==> config.mk <==
export PLATFORM = sky130hd
export DESIGN_NAME = cache_arbiter
export DESIGN_NICKNAME = d
export VERILOG_FILES = /design/src/rtl/cache_arbiter.sv
export SDC_FILE = /design/constraint.sdc
export NUM_CORES = 1
export LEC_CHECK = 0
export CAP_MARGIN = 40
export CORE_AREA = 5 5 536 538
export CTS_CLUSTER_DIAMETER = 150
export CTS_CLUSTER_SIZE = 30
export DETAILED_ROUTE_END_ITERATION = 7
export DIE_AREA = 0 0 541 543
export PLACE_DENSITY = 0.35
export SYNTH_ARGS = -nofsm -noshare
export SYNTH_HDL_FRONTEND = slang
export SYNTH_SLANG_ARGS = --single-unit
==> constraint.sdc <==
create_clock -name clk -period 12.5 [get_ports clk]
set_input_delay 2.5 -clock clk [delete_from_list [all_inputs] [get_ports clk]]
set_output_delay 2.5 -clock clk [all_outputs]
set_load 0.01 [all_outputs]
==> src/rtl/cache_arbiter.sv <==
// Purpose: shares one physical-memory port between the I-cache and D-cache, one full line per transfer.
// Latency: grant at the sampling edge, memory request the next cycle, requester resp one cycle after pmem_resp.
// Backpressure: requests are held until *_resp; one transfer at a time, ties resolved round-robin.
//
// Ports:
//   clk, rst                                   clock, async active-high reset
//   i_read, i_address / i_rdata, i_resp        I-cache line read side
//   d_read, d_write, d_address, d_wdata /
//   d_rdata, d_resp                            D-cache line read / write-back side
//   pmem_read, pmem_write, pmem_address,
//   pmem_wdata / pmem_rdata, pmem_resp         main memory side
module cache_arbiter #(
  parameter int LINE_W = 256,
  parameter int ADDR_W = 32
) (
  input  logic              clk,
  input  logic              rst,
  input  logic              i_read,
  input  logic [ADDR_W-1:0] i_address,
  output logic [LINE_W-1:0] i_rdata,
  output logic              i_resp,
  input  logic              d_read,
  input  logic              d_write,
  input  logic [ADDR_W-1:0] d_address,
  input  logic [LINE_W-1:0] d_wdata,
  output logic [LINE_W-1:0] d_rdata,
  output logic              d_resp,
  output logic              pmem_read,
  output logic              pmem_write,
  output logic [ADDR_W-1:0] pmem_address,
  output logic [LINE_W-1:0] pmem_wdata,
  input  logic [LINE_W-1:0] pmem_rdata,
  input  logic              pmem_resp
);

  typedef enum logic [1:0] {IDLE, I_BUSY, D_BUSY, RESP} state_t;

  state_t              state, state_next;
  // last_grant: 0 = I-cache, 1 = D-cache. It also names the owner of the
  // transfer in flight, so RESP uses it to steer the response pulse.
  logic                last_grant, last_grant_next;
  logic                op_write, op_write_next;
  logic [ADDR_W-1:0]   addr_q, addr_next;
  logic [LINE_W-1:0]   line_q;
  logic                i_req, d_req, grant_d;
  logic                busy;

  assign i_req = i_read;
  // d_read together with d_write is illegal; it is serviced as a write.
  assign d_req = d_read | d_write;
  // On a tie the requester that was not granted last wins.
  assign grant_d = d_req & (~i_req | ~last_grant);

  always_ff @(posedge clk or posedge rst) begin
    if (rst) begin
      state      <= IDLE;
      last_grant <= 1'b0;
      op_write   <= 1'b0;
      addr_q     <= '0;
      line_q     <= '0;
    end else begin
      state      <= state_next;
      last_grant <= last_grant_next;
      op_write   <= op_write_next;
      addr_q     <= addr_next;
      // Only read transfers capture the returned line; writes leave it alone.
      if (pmem_resp && ((state == I_BUSY) || ((state == D_BUSY) && !op_write)))
        line_q <= pmem_rdata;
    end
  end

  always_comb begin
    state_next      = state;
    last_grant_next = last_grant;
    op_write_next   = op_write;
    addr_next       = addr_q;
    case (state)
      IDLE: begin
        if (grant_d) begin
          state_next      = D_BUSY;
          addr_next       = d_address;
          op_write_next   = d_write;
          last_grant_next = 1'b1;
        end else if (i_req) begin
          state_next      = I_BUSY;
          addr_next       = i_address;
          op_write_next   = 1'b0;
          last_grant_next = 1'b0;
        end
      end
      I_BUSY, D_BUSY: begin
        if (pmem_resp) state_next = RESP;
      end
      // Unconditional return to IDLE gives the requester one cycle to drop
      // its request before the next arbitration.
      RESP:    state_next = IDLE;
      default: state_next = IDLE;
    endcase
  end

  assign busy = (state == I_BUSY) || (state == D_BUSY);

  // All outputs decode from registered state only, so reset removes the
  // memory request immediately and no output depends on pmem_resp.
  assign pmem_read    = (state == I_BUSY) || ((state == D_BUSY) && !op_write);
  assign pmem_write   = (state == D_BUSY) && op_write;
  assign pmem_address = busy ? addr_q : '0;
  assign pmem_wdata   = (state == D_BUSY) ? d_wdata : '0;

  assign i_resp  = (state == RESP) && !last_grant;
  assign d_resp  = (state == RESP) && last_grant;
  assign i_rdata = line_q;
  assign d_rdata = line_q;

endmodule

**After elaboration in Yosys (flattened, before gate mapping)**

Cells that the tools add are included.

- Bits in registers: 292
- Input port bits: 582
- Output and inout port bits: 804
- Word-level logic and storage cells: 40

- Eq/ne operators: 5
- Mux-type cells: 11
- Bitwise gates (word level): 5
- Reduce and logical (&&, ||, !) cells: 14

Operators by type and width:

| kind | number |
|---|---|
| 256-bit 2-to-1 mux | 1 |
| 32-bit 2-to-1 mux | 3 |
| 2-bit 2-to-1 mux | 3 |
| 2-bit case mux with 3 select lines | 1 |
| 1-bit logical AND | 5 |
| 2-bit equality test, second input constant | 2 |
| 2-bit AND reduction | 2 |
| 1-bit 2-to-1 mux | 3 |
| 3-bit != test, second input constant | 1 |
| 2-bit by 1-bit equality test with 1-bit output, second input constant | 1 |
| 1-bit logical NOT | 2 |
| 2-bit logical NOT | 1 |
| 1-bit logical OR | 2 |
| 2-bit != test, second input constant | 1 |
| 1-bit inverter | 2 |
| 1-bit OR | 2 |
| 2-bit nonzero test | 1 |
| 2-bit OR reduction | 1 |
| 1-bit AND | 1 |

**Depth between registers and ports, before layout**

- Depth in word-level cells: 5
- Gate-level depth with buffers: 7
- Depth with buffers taken out: 5

**Worst setup path after synthesis**

No wires, ideal clock.

- Kind: input to output
- Start point: in d_wdata[0]
- End point: out pmem_wdata[0]
- Arrival: 2.665 ns
- Data required time: 10.000 ns
- Setup slack: 7.335 ns
- Stages on the path: 1
- Buffers on the path: 0
- Cells stage by stage: and2_1

- Longest elaborated chain between the ends: 1

RTL lines:

| what | RTL line | text |
|---|---|---|
| start, declared | 25 | `input logic [LINE_W-1:0] d_wdata,` |
| 256-bit 2-to-1 mux | 108 | `assign pmem_wdata = (state == D_BUSY) ? d_wdata : '0;` |
| end, declared | 31 | `output logic [LINE_W-1:0] pmem_wdata,` |

Every way passes these cells.

**Worst setup path after layout**

- Start point: reg state[0]
- End point: out pmem_wdata[0]

- Longest elaborated chain between the ends: 2

RTL lines:

| what | RTL line | text |
|---|---|---|
| start, declared | 38 | `state_t state, state_next;` |
| start signal, assigned | 62 | `state <= state_next;` |
| 2-bit equality test | 108 |  |
| 256-bit 2-to-1 mux | 108 |  |

Every way passes these cells.

==> metrics.txt <==
row count=195; GRT Overall Usage=0.127; Starting Density=0.0540; hold crit path type=register to register; DIE AREA=294000 um2; NumNets Final=2976; post-route antenna net violation count=0; GPL Wtd Cong=0.965; Fin Hold WS=0.487 ns; VDD IR max=0.000106 V; max cap viols=0; total grt overflow=0; RSZ-0062 raised after global routing=no; global-route wire length before repair=232 mm; DIE WIDTH=541 um; CTS tree=built; Final Setup Violations=0; Hold Violations, Final=0; worst-path cell chain=inv_1 > ha_4 > buf_4 > buf_12 > and2_1 > clkdlybuf4s50_1; Mapped Area=15200 um2; slowest library cell on the worst path=clkdlybuf4s50_1; Slew headroom=0.438; Final min period=6.90 ns; Leak=0.0116 uW; Syn-to-layout area delta=114%; clock tree sinks=292; Synthesis Warnings=0; Core Box Area=282000 um2; Final Cell Area=32600 um2; sequential power share=0.248; placed cells=6110; outcome=complete, no violations; crit end category=output pin; post-synth cell types=23; drt pass-1 iters=4; Die Y=543 um; Syn Inst Count=1286; initial antenna violation count=166; vias per cell=2.42; clk buf depth=3; Critical Path AT=4.40 ns; Post-Route WL=196 mm; cts hold-fix bufs=0; clock share of power=0.103; Max Slew Vio Count=0; clk_skew=0.0296 ns; Tightest Pin Transition=0.820 ns; clk slew on worst S/H paths=0.10 ns; sequential-to-total area share from yosys stat=0.481; Crit path max-delay family=buffers and inverters; drt wl/cell=31.7 um; Port Buffers=1385; htree depth=1; crit start category=register; fin cells=6201; Gate power share=0.650; Avg Synthesized Cell Area=11.8 um2; Post-synth EDFFs=0; Synth async-reset ratio=1.00; Worst-Skew Late Latency=0.67 ns; Fin Setup TNS=0 ns; placed inst area=31700 um2; Main synth FF type=dfrtp_1; DP Wirelength=177 mm; WS Path Type=register to output pin; largest net degree at the start of global routing=128; CTS Root Cell=clkbuf_16; Pwr Total=8510 uW; CTS Buf Count=20; vias in the first global route=15600; Pint=4400 uW; Fmax=145 MHz; max incr delay on CP=0.66 ns; #FFs+latches synth=292; Synth Net Count=1873; fin crit share=0.552; number of gates resized after cts=0; Post-CTS Setup Bufs=0; DRC viols=0; share of cells above drive strength 1=0.0350; via count=15000; Buffers & Inverters on Critical Path=4; I/O Pins=1386; Net Sw Frac=0.483; Net Sw Power=4110 uW; WP data required=10.00 ns; Pwr Density=261 nW/um2; starting DRC count in detailed routing=584; Critical Path Fanout Max=127
[cells by family (layout without fill, tap and decap cells)]
| logic type | Yosys count | count (layout) | share of synthesized area |
|---|---|---|---|
| flip-flops | 292 | 292 | 0.481 |
| AND/OR/NAND/NOR | 331 | 331 | 0.130 |
| AO/OA/AOI/OAI | 37 | 37 | 0.0133 |
| multiplexers | 292 | 292 | 0.213 |
| buffers and inverters | 329 | 1443 | 0.158 |
| adder cells (fa/ha/maj) | 5 | 5 | 0.00411 |
| other | 0 | 58 | 0 |
[cells in the mapped netlist, types with 2 or more instances]
cell type | number | share of area
and2_1 | 290 | 0.12
a21oi_1 | 2 | 0.00066
ha_1 | 5 | 0.0041
buf_4 | 264 | 0.13
clkbuf_1 | 33 | 0.0081
nand2_1 | 34 | 0.0084
mux2i_1 | 34 | 0.022
inv_1 | 3 | 0.00074
dfrtp_1 | 292 | 0.48
buf_6 | 23 | 0.017
o21ai_0 | 32 | 0.011
mux2_2 | 18 | 0.013
nor2b_1 | 2 | 0.00082
mux2_1 | 240 | 0.18
buf_2 | 6 | 0.0020
[layer usage]
| layer | share of wire | GRT usage | routed length [um] |
|---|---|---|---|
| met5 | 0.0038 | 0 | 743 |
| met2 | 0.46 | 0.211 | 90400 |
| met4 | 0.035 | 0.0345 | 6890 |
| met1 | 0.38 | 0.142 | 74500 |
| met3 | 0.12 | 0.0672 | 23800 |
[sequential cells by signal (all words and copies together), names as in the netlist]
name and cells:
d_rdata 256, state 2, addr_q 32, op_write 1, last_grant 1
[worst reg2reg max path: stages (launching register included)]
cell	delay, ns
dfrtp_1	0.42
inv_1	0.13
ha_4	0.35
and2b_1	0.34
o21ai_4	0.23
buf_4	0.68
buf_4	0.83
mux2_1	0.49
[cell usage in the layout, fill, tap and decap left out, types with 2 or more instances in the layout]
| master | count |
|---|---|
| and2_1 | 290 |
| mux2i_2 | 4 |
| mux2_1 | 240 |
| dfrtp_1 | 292 |
| nor2b_1 | 2 |
| buf_12 | 3 |
| ha_1 | 3 |
| bufinv_16 | 2 |
| buf_6 | 4 |
| inv_1 | 2 |
| a21oi_1 | 2 |
| o21ai_0 | 32 |
| mux2i_1 | 30 |
| mux2_2 | 18 |
| diode_2 | 58 |
| nand2_1 | 34 |
| inv_16 | 3 |
| clkdlybuf4s50_1 | 1385 |
| clkinv_16 | 2 |
| clkbuf_16 | 21 |
| buf_4 | 14 |
| inv_8 | 2 |
[power by group through the flow]
| stage | clock [uW] | combinational, uW | sequential (uW) |
|---|---|---|---|
| floorplan | 0 | 2020 | 1960 |
| global placement | 0 | 5740 | 2140 |
| detailed placement | 0 | 5710 | 2150 |
| CTS | 973 | 5740 | 2140 |
| global route | 964 | 5830 | 2190 |
| finish | 873 | 5530 | 2110 |
[stage by stage]
stage	setup slack, ns	util
6_report	5.60	0.116
5_1_grt	5.21	0.115
4_1_cts	5.36	0.115
3_5_place_dp	5.55	0.112
3_3_place_gp	5.53	0.112
2_1_floorplan	1.94	-
[path summary, 6_finish.rpt]
path | from | endpoint | slack (ns) | cells past startpoint
max in group asynchronous | rst | addr_q[27] | 8.19 | 4
worst max register to register | state[0] | d_rdata[171] | 8.90 | 7
worst max-delay path | state[0] | pmem_wdata[0] | 5.60 | 6
worst min-delay path | addr_q[5] | addr_q[5] | 0.49 | 2
worst min register to register | addr_q[5] | addr_q[5] | 0.49 | 2
min in group asynchronous | rst | d_rdata[172] | 2.27 | 2
[final cells by class]
| type | instances | area, um2 |
|---|---|---|
| Timing Repair Buffer | 1407 | 14100 |
| Clock inverter | 12 | 241 |
| Antenna cell | 58 | 145 |
| Tap cell | 3743 | 4680 |
| Multi-Input combinational cell | 665 | 5550 |
| Inverter | 3 | 18.8 |
| Fill cell | 32200 | 249000 |
| Clock buffer | 21 | 526 |
| Sequential cell | 292 | 7310 |
No activity file was read; power rests on OpenSTA's default activity.
==> patch: new RTL, same flow settings <==
`addr_q` no longer has a reset.
--- a/src/rtl/cache_arbiter.sv
+++ b/src/rtl/cache_arbiter.sv
@@ -57,5 +57,4 @@
       last_grant <= 1'b0;
       op_write   <= 1'b0;
-      addr_q     <= '0;
       line_q     <= '0;
     end else begin
@@ -63,9 +62,12 @@
       last_grant <= last_grant_next;
       op_write   <= op_write_next;
-      addr_q     <= addr_next;
       // Only read transfers capture the returned line; writes leave it alone.
       if (pmem_resp && ((state == I_BUSY) || ((state == D_BUSY) && !op_write)))
         line_q <= pmem_rdata;
     end
+  end
+
+  always_ff @(posedge clk) begin
+    addr_q <= addr_next;
   end
 
Formal check against the unedited RTL: same outputs for any inputs over 4 cycles, from zero or initial values and one cycle with rst high; that may be too few to reach the edited logic, so the function may still have changed.
==> patch against the unedited design <==
Worst hold slack better by 39 ps. Sequential cell count did not move. Setup slack better by 1.8 ps. Non-clock buffer count fell by 1. Power fell by 4.2%. Critical path depth fell by 3. Cell area hardly changed. Critical endpoint is now pmem_wdata[238]. Combinational power is 6.0% lower. Wire length fell by 4.5%. Synthesized area down 0.80%. First-iteration DRC count grew 6.2%.
==> patch: results (changes against the unedited design) <==
Parameter                              Value

Power
  Internal power consumption ... 4.43 mW (+0.48%)
  Worst vdd ir ... 118 uV (+11%)
  Fraction of power consumed by the clock network ... 0.109 (+0.006)

Drt
  Wire length on met3 ... 29,200 um (+23%)
  Detailed Route WL ... 188,000 um (-4.5%)
  Count of vias placed by the detailed router ... 14,542 (-3.0%)
  Wl on met1 ... 65,600 um (-12%)
  Metal2 WL ... 83,500 um (-7.7%)

CTS
  Total clock buffers created by CTS ... 21 (+5.0%)

Yosys
  Seq/Total Area, Yosys ... 0.495 (+0.0145)
  Total nets after synthesis ... 1,800 (-3.9%)
  Mean instance size in the synthesized netlist ... 12.4 sq um (+5.2%)
  Proportion of synthesized area in mux cells ... 0.215 (+0.00155)
  Top cells by instance count after synthesis ... sky130_fd_sc_hd__and2_1 (290), sky130_fd_sc_hd__buf_4 (260), sky130_fd_sc_hd__dfrtp_1 (260), sky130_fd_sc_hd__mux2_1 (240), sky130_fd_sc_hd__mux2_2 (48)
  Synth area leaders ... sky130_fd_sc_hd__dfrtp_1 (43%), sky130_fd_sc_hd__mux2_1 (18%), sky130_fd_sc_hd__buf_4 (13%)
  Adder-cell share of the synthesized area ... 0.00415 (+0.0000331)
  Number of enable flip-flop cells after synthesis ... 32 (+32)
  Fraction of the mapped netlist area in compound gates ... 0.00639 (-0.00694)
  Share of synthesized registers carrying an async set or reset ... 0.890 (-0.110)

STA
  F_max ... 0.145 GHz (about the same)
  Post-Route Skew ... 29.6 ps (-0.0692 ps)
  Slew margin rel. ... 0.390 (-0.0475)
  Hold slack final ... 527 ps (+39.3 ps)

Layout
  Invs w/o clock ... 5 (+2)
  Total area of multi-input combinational cells ... 0.00528 sq mm (-5.0%)
  Antenna diode count ... 63 (+8.6%)
  Total Nets Final ... 2,911 (-2.2%)
  Share of cells above drive strength 1 ... 0.0483 (+0.0133)
  Buffers excl. clock ... 1,406 (-0.071%)
  Seq/total area ... 0.229 (+0.00481)

Global route
  Maximum number of pins on one net before global-route repair ... 107 (-16%)
  Met3 demand-to-capacity share in global routing ... 0.0824 (+0.0152)
  Wire length of the first global-routing pass ... 221,000 um (-4.7%)

Placement
  Placement-stage worst setup slack ... 5400 ps (-151 ps)
  Number of placed cells counting well taps ... 6,044 (-1.1%)

Setup path
  CP Max Fanout ... 1 (-99%)
  Reg-to-reg endpoint ... d_rdata[165]
  Minimum setup slack among reg-to-reg paths ... 9270 ps (+370 ps)
  Start point of the critical path ... d_wdata[238]

Min path
  Worst hold endpoint ... d_rdata[84]

Run status
  Outcome ... finished clean
## patch: cell types whose count changed after synthesis, moves of 2 or more
cell / delta
sky130_fd_sc_hd__clkbuf_1: -2
sky130_fd_sc_hd__o21ai_0: -32
sky130_fd_sc_hd__mux2i_1: -34
sky130_fd_sc_hd__dfrtp_1: -32
sky130_fd_sc_hd__mux2_2: +30
sky130_fd_sc_hd__edfxtp_1: +32
sky130_fd_sc_hd__buf_2: -2
sky130_fd_sc_hd__buf_4: -4
sky130_fd_sc_hd__nand2_1: -34
sky130_fd_sc_hd__inv_1: +2
## patch: per-stage QoR
step,area (sq um),power [mW]
2_1_floorplan,15100,3.93
3_3_place_gp,31400,7.48
3_5_place_dp,31600,7.49
4_1_cts,32400,8.49
5_1_grt,32500,8.60
6_report,32600,8.15
## patch: kinds of logic after synthesis
family                     Yosys count
adders and majority gates            5
and+or+nand+nor                    295
DFF                                292
buffers and inverters              323
muxes                              288
AOI/OAI and AO/OA                   10
